==> config.mk <==
export PLATFORM = sky130hd
export DESIGN_NAME = rr_mux_arbiter_flat
export DESIGN_NICKNAME = d
export VERILOG_FILES = /design/src/rtl/rr_mux_arbiter_pkg.sv /design/src/rtl/rr_mux_arbiter_if.sv /design/src/rtl/rr_mux_arbiter_dec2x4.sv /design/src/rtl/rr_mux_arbiter.sv /design/src/flat_wrapper.sv
export SDC_FILE = /design/constraint.sdc
export NUM_CORES = 1
export LEC_CHECK = 0
export ABC_AREA = 1
export CORE_MARGIN = 5
export CORE_UTILIZATION = 48
export CTS_CLUSTER_DIAMETER = 200
export CTS_CLUSTER_SIZE = 25
export DETAILED_ROUTE_END_ITERATION = 8
export GPL_TIMING_DRIVEN = 0
export HOLD_SLACK_MARGIN = 0.1
export MAX_ROUTING_LAYER = met4
export PLACE_DENSITY = 0.84
export RECOVER_POWER = 100
export SYNTH_ARGS = -nofsm -noshare
export SYNTH_HDL_FRONTEND = slang
export SYNTH_SLANG_ARGS = --single-unit
==> constraint.sdc <==
create_clock -name clk -period 1.6 [get_ports clk]
set_input_delay 0.4 -clock clk [delete_from_list [all_inputs] [get_ports clk]]
set_output_delay 0.4 -clock clk [all_outputs]
set_load 0.02 [all_outputs]
==> src/rtl/rr_mux_arbiter_pkg.sv <==
// rr_mux_arbiter_pkg: shared constants, FSM encoding and round-robin search helper
package rr_mux_arbiter_pkg;
  localparam int NREQ = 4;
  localparam int SEL_W = 2;
  typedef enum logic [0:0] {ST_IDLE = 1'b0, ST_GRANT = 1'b1} state_t;
  // Descending scan so the closest index after last wins
  function automatic logic [SEL_W-1:0] rr_pick(input logic [NREQ-1:0] req, input logic [SEL_W-1:0] last);
    logic [SEL_W-1:0] k;
    rr_pick = last;
    for (int i = NREQ; i >= 1; i--) begin
      k = last + SEL_W'(i);
      if (req[k]) rr_pick = k;
    end
  endfunction
endpackage

==> src/rtl/rr_mux_arbiter_if.sv <==
// rr_mux_arbiter_if: requester/sink bundle between the arbiter and its environment
interface rr_mux_arbiter_if import rr_mux_arbiter_pkg::*; #(parameter int DW = 1);
  logic [NREQ-1:0] req;
  logic [NREQ*DW-1:0] data;
  logic out_ready;
  logic [NREQ-1:0] grant;
  logic [SEL_W-1:0] sel;
  logic out_valid;
  logic [DW-1:0] out_data;
  logic busy;
  modport master (output req, data, out_ready, input grant, sel, out_valid, out_data, busy);
  modport slave (input req, data, out_ready, output grant, sel, out_valid, out_data, busy);
endinterface

==> src/rtl/rr_mux_arbiter_dec2x4.sv <==
// rr_mux_arbiter_dec2x4: enabled 2-to-4 one-hot decoder
module rr_mux_arbiter_dec2x4 import rr_mux_arbiter_pkg::*; (
  input logic [SEL_W-1:0] sel,
  input logic en,
  output logic [NREQ-1:0] onehot
);
  assign onehot = en ? NREQ'(1) << sel : '0;
endmodule

==> src/rtl/rr_mux_arbiter.sv <==
// rr_mux_arbiter: round-robin arbiter sharing a 4x1 mux with per-tenure beat limit
module rr_mux_arbiter import rr_mux_arbiter_pkg::*; #(
  parameter int DW = 1,
  parameter int MAX_HOLD = 4
) (
  input logic clk,
  input logic rst,
  rr_mux_arbiter_if.slave bus
);
  state_t state, nxt_state;
  logic [SEL_W-1:0] sel, nxt_sel, last_ptr, nxt_last;
  logic [3:0] beat_cnt, nxt_cnt;
  logic [NREQ-1:0] grant, nxt_grant;
  logic busy, beat, done;
  assign bus.out_valid = (state == ST_GRANT) && bus.req[sel];
  assign bus.out_data = (grant != '0) ? bus.data[sel*DW +: DW] : '0;
  assign beat = bus.out_valid && bus.out_ready;
  assign done = !bus.req[sel] || (beat && beat_cnt == 4'(MAX_HOLD - 1));
  assign bus.grant = grant;
  assign bus.sel = sel;
  assign bus.busy = busy;
  always_comb begin
    nxt_state = state;
    nxt_sel = sel;
    nxt_last = last_ptr;
    nxt_cnt = beat ? beat_cnt + 4'd1 : beat_cnt;
    if (state == ST_IDLE) begin
      if (|bus.req) begin
        nxt_state = ST_GRANT;
        nxt_sel = rr_pick(bus.req, last_ptr);
        nxt_cnt = '0;
      end
    end else if (done) begin
      nxt_state = ST_IDLE;
      nxt_last = sel;
      nxt_cnt = '0;
    end
  end
  rr_mux_arbiter_dec2x4 u_dec (.sel(nxt_sel), .en(nxt_state == ST_GRANT), .onehot(nxt_grant));
  always_ff @(posedge clk) begin
    if (rst) begin
      state <= ST_IDLE;
      grant <= '0;
      sel <= '0;
      busy <= 1'b0;
      beat_cnt <= '0;
      last_ptr <= SEL_W'(NREQ - 1);
    end else begin
      state <= nxt_state;
      grant <= nxt_grant;
      sel <= nxt_sel;
      busy <= nxt_state == ST_GRANT;
      beat_cnt <= nxt_cnt;
      last_ptr <= nxt_last;
    end
  end
endmodule

==> src/flat_wrapper.sv <==
// flat-port wrapper written by rule: the top's interface ports become plain ports
module rr_mux_arbiter_flat import rr_mux_arbiter_pkg::*;
#(
  parameter int DW = 1,
  parameter int MAX_HOLD = 4
)
  (clk, rst, bus_req, bus_data, bus_out_ready, bus_grant, bus_sel, bus_out_valid, bus_out_data, bus_busy);
  rr_mux_arbiter_if #(.DW(DW)) bus_i ();
  input logic clk;
  input logic rst;
  input wire logic [$bits(bus_i.req)-1:0] bus_req;
  input wire logic [$bits(bus_i.data)-1:0] bus_data;
  input wire logic [$bits(bus_i.out_ready)-1:0] bus_out_ready;
  output wire logic [$bits(bus_i.grant)-1:0] bus_grant;
  output wire logic [$bits(bus_i.sel)-1:0] bus_sel;
  output wire logic [$bits(bus_i.out_valid)-1:0] bus_out_valid;
  output wire logic [$bits(bus_i.out_data)-1:0] bus_out_data;
  output wire logic [$bits(bus_i.busy)-1:0] bus_busy;
  assign bus_i.req = bus_req;
  assign bus_i.data = bus_data;
  assign bus_i.out_ready = bus_out_ready;
  assign bus_grant = bus_i.grant;
  assign bus_sel = bus_i.sel;
  assign bus_out_valid = bus_i.out_valid;
  assign bus_out_data = bus_i.out_data;
  assign bus_busy = bus_i.busy;
  rr_mux_arbiter #(.DW(DW), .MAX_HOLD(MAX_HOLD)) u_core (.clk(clk), .rst(rst), .bus(bus_i));
endmodule
==> out/qor.txt <==
Detailed placement HPWL -> 1640 um
Port buffer count -> 19
Initial antenna violation count -> 0
Worst Setup EP -> bus_out_valid
CTS Buf Count -> 3
R2r startpoint -> u_core.last_ptr[0]
Syn Inst Count -> 134
Pint -> 0.000772 W
CP endpoint kind -> output pin
Lkg Pwr -> 0.618 nW
TritonRoute pass-1 iters -> 4
Min cycle time layout -> 1.67 ns
Arrival time at the worst endpoint -> 1.27 ns
Pins over their slew limit -> 0
Register share of total power -> 0.304
Clock skew -> 0.00141 ns
Status -> complete, but fails checks
Synth Area per Inst -> 6.72 um^2
Worst slew margin -> 0.768
Core Region -> 1760 um^2
H-tree levels -> 1
#FFs+latches synth -> 13
1st-iter DRT viols -> 11
Fmax -> 600 MHz
Initial Utilization -> 0.511
Vias -> 885
ANT cells -> 0
WS Path Type -> primary input to output pin
CTS Sinks -> 13
Floorplan row count -> 15
Final period utilization -> 1.04
Yosys warns -> 0
CTS Root Cell -> clkbuf_4
Clock Latency Late Sink -> 0.28 ns
Post-DP Area -> 1120 um^2
Number of global-route vias before repair -> 890
Final setup viols -> 2
DRC -> 0
Total gr overflow -> 0
Final WS setup -> -0.0671 ns
Reg-to-reg endpoint -> u_core.bus.grant[2]
CP Data Required Time -> 1.20 ns
Clock slew at reported path FFs -> 0.08 ns
GR Util All Layers -> 0.177
Fillers -> 155
Worst-Margin Slew -> 0.345 ns
Pre-CTS setup slack -> -0.813 ns
Hold crit path type -> flop to flop
Startpoint types -> primary input
RSZ-0062 raised after global routing -> yes
Combinational power share -> 0.550
Post-synth top area share -> 0.289
Worst vdd ir -> 848 uV
Final nets -> 174
Clk pwr share -> 0.147
Part of the Yosys area used for sequential elements -> 0.289
Switching Fraction -> 0.447
Layout cells sized above 1 -> 0.311
Final setup TNS -> -0.101 ns
Final WL -> 2140 um
Failing checks -> setup timing
P_sw -> 0.000624 W
Hold_buf cts -> 0
Die area -> 2840 um^2
CTS tree -> yes
Synth area leader -> dfxtp_1
Antenna Nets Post-Route -> 0
Power Density -> 1180 nW/um^2
Commonest non-fill, non-tap cell in the layout -> nand2_1
Crit path from -> bus_req[3]
R2R depth -> 12
Mapped Nets -> 146
Crit Path Max Fanout -> 3
Horiz. Die Dim -> 53.3 um
R2R setup slack -> 0.10 ns
Ports -> 20
Final GP Congestion -> 0.820
Largest net degree at the start of global routing -> 11
Via density -> 4.76
CTS Buffer Depth -> 2
Per-cell routed wire length -> 11.5 um
Final hold vios -> 0
First-pass GRT wire length -> 3630 um
Die Height -> 53.3 um
Top post-synthesis cells by area -> dfxtp_1 (29%), nand2_1 (15%), nand2_2 (10%)
Synthesized cell area -> 901 um^2
Library cells used by synthesis -> 23
Most frequent cells in the layout -> nand2_1 (37), nand2_2 (15), nor2_1 (15)
Post-route cell area -> 1180 um^2
Area Growth Syn to Fin -> 31.2%
Max cap viols -> 0
area by class of cell:
type / instances / area [um^2] / share of cell area
Buffer: 2 / 22.5 / 0.0190
Clock buffer: 3 / 22.5 / 0.0190
Clock inverter: 1 / 5.00 / 0.00423
Inverter: 19 / 81.3 / 0.0688
Multi-Input combinational cell: 100 / 549 / 0.465
Sequential cell: 13 / 268 / 0.226
Tap cell: 25 / 31.3 / 0.0265
Timing Repair Buffer: 23 / 203 / 0.171
power groups by stage:
stage / logic, W / clock network, W / registers (W)
6_report: 0.000767 / 0.000205 / 0.000424
5_1_grt: 0.000850 / 0.000231 / 0.000431
4_1_cts: 0.000723 / 0.000209 / 0.000422
3_5_place_dp: 0.000750 / 0 / 0.000423
3_3_place_gp: 0.000724 / 0 / 0.000421
2_1_floorplan: 0.000486 / 0 / 0.000463
cell families (layout without fill, tap and decap cells):
group	Yosys count	count (layout)	synth area share
DFF	13	13	0.289
buffers and inverters	21	48	0.110
AOI/OAI and AO/OA	11	11	0.0778
xor gates and xnor gates	3	3	0.0292
and+or+nand+nor	85	85	0.481
adders and majority gates	1	1	0.0139
repair_timing:
action | CTS | global route
endpoints found under the setup margin | 11 | 2
cloned | 0 | 0
buffers inserted | 0 | 4
pin swaps | 4 | 4
gates resized for setup | 29 | 7
synth_stat cells:
cell type and instances:
a21oi_1 3, nand2_2 15, ha_1 1, inv_6 1, o31ai_2 1, nor2_2 2
inv_2 6, o211ai_1 2, o21ai_0 4, nor2_4 2, nor4_1 1, clkinv_1 1
xor2_1 3, nand3_1 6, nand3_2 3, nor2_1 15, inv_1 11, dfxtp_1 13
nor3_2 2, nand2_4 2, a21boi_1 1, nand2_1 37, buf_6 2
metrics by stage:
stage	instances	power (W)	hold slack (ns)	utilization
floorplan	134	0.000949	0.472	-
global placement	178	0.00115	0.498	0.636
detailed placement	178	0.00117	0.509	0.636
CTS	182	0.00135	0.555	0.644
global route	186	0.00151	0.579	0.670
finish	186	0.00140	0.558	0.670
state kept, by name (all words and copies together), names as in the netlist:
name,cells
u_core.bus.grant,4
u_core.bus.sel,2
u_core.last_ptr,2
u_core.state,1
u_core.beat_cnt,4
metal layers:
layer,up-vias,track usage,wire (um)
met5,-,-,0
met4,0,0.0681,46
met3,6,0.0451,78
met2,20,0.296,1050
met1,390,0.200,965
li1,469,-,-
worst max-delay path: stages:
cell           delay, ns
dlygate4sd2_1       0.26
inv_1               0.08
nand2_1             0.07
nand3_2             0.07
nand2_2             0.09
inv_2               0.06
nor2_4              0.11
buf_6               0.12
worst min path at each step:
| stage | startpoint | endpoint | slack (ns) | cells past startpoint |
|---|---|---|---|---|
| global placement | u_core.beat_cnt[2] | u_core.beat_cnt[2] | 0.50 | 2 |
| CTS | u_core.beat_cnt[2] | u_core.beat_cnt[2] | 0.55 | 2 |
| detailed placement | u_core.beat_cnt[2] | u_core.beat_cnt[2] | 0.51 | 2 |
| floorplan | rst | u_core.bus.sel[0] | 0.47 | 1 |
| global route | u_core.beat_cnt[2] | u_core.beat_cnt[2] | 0.58 | 2 |
| finish | u_core.beat_cnt[1] | u_core.beat_cnt[1] | 0.56 | 2 |
(Power assumes the default switching activity.)
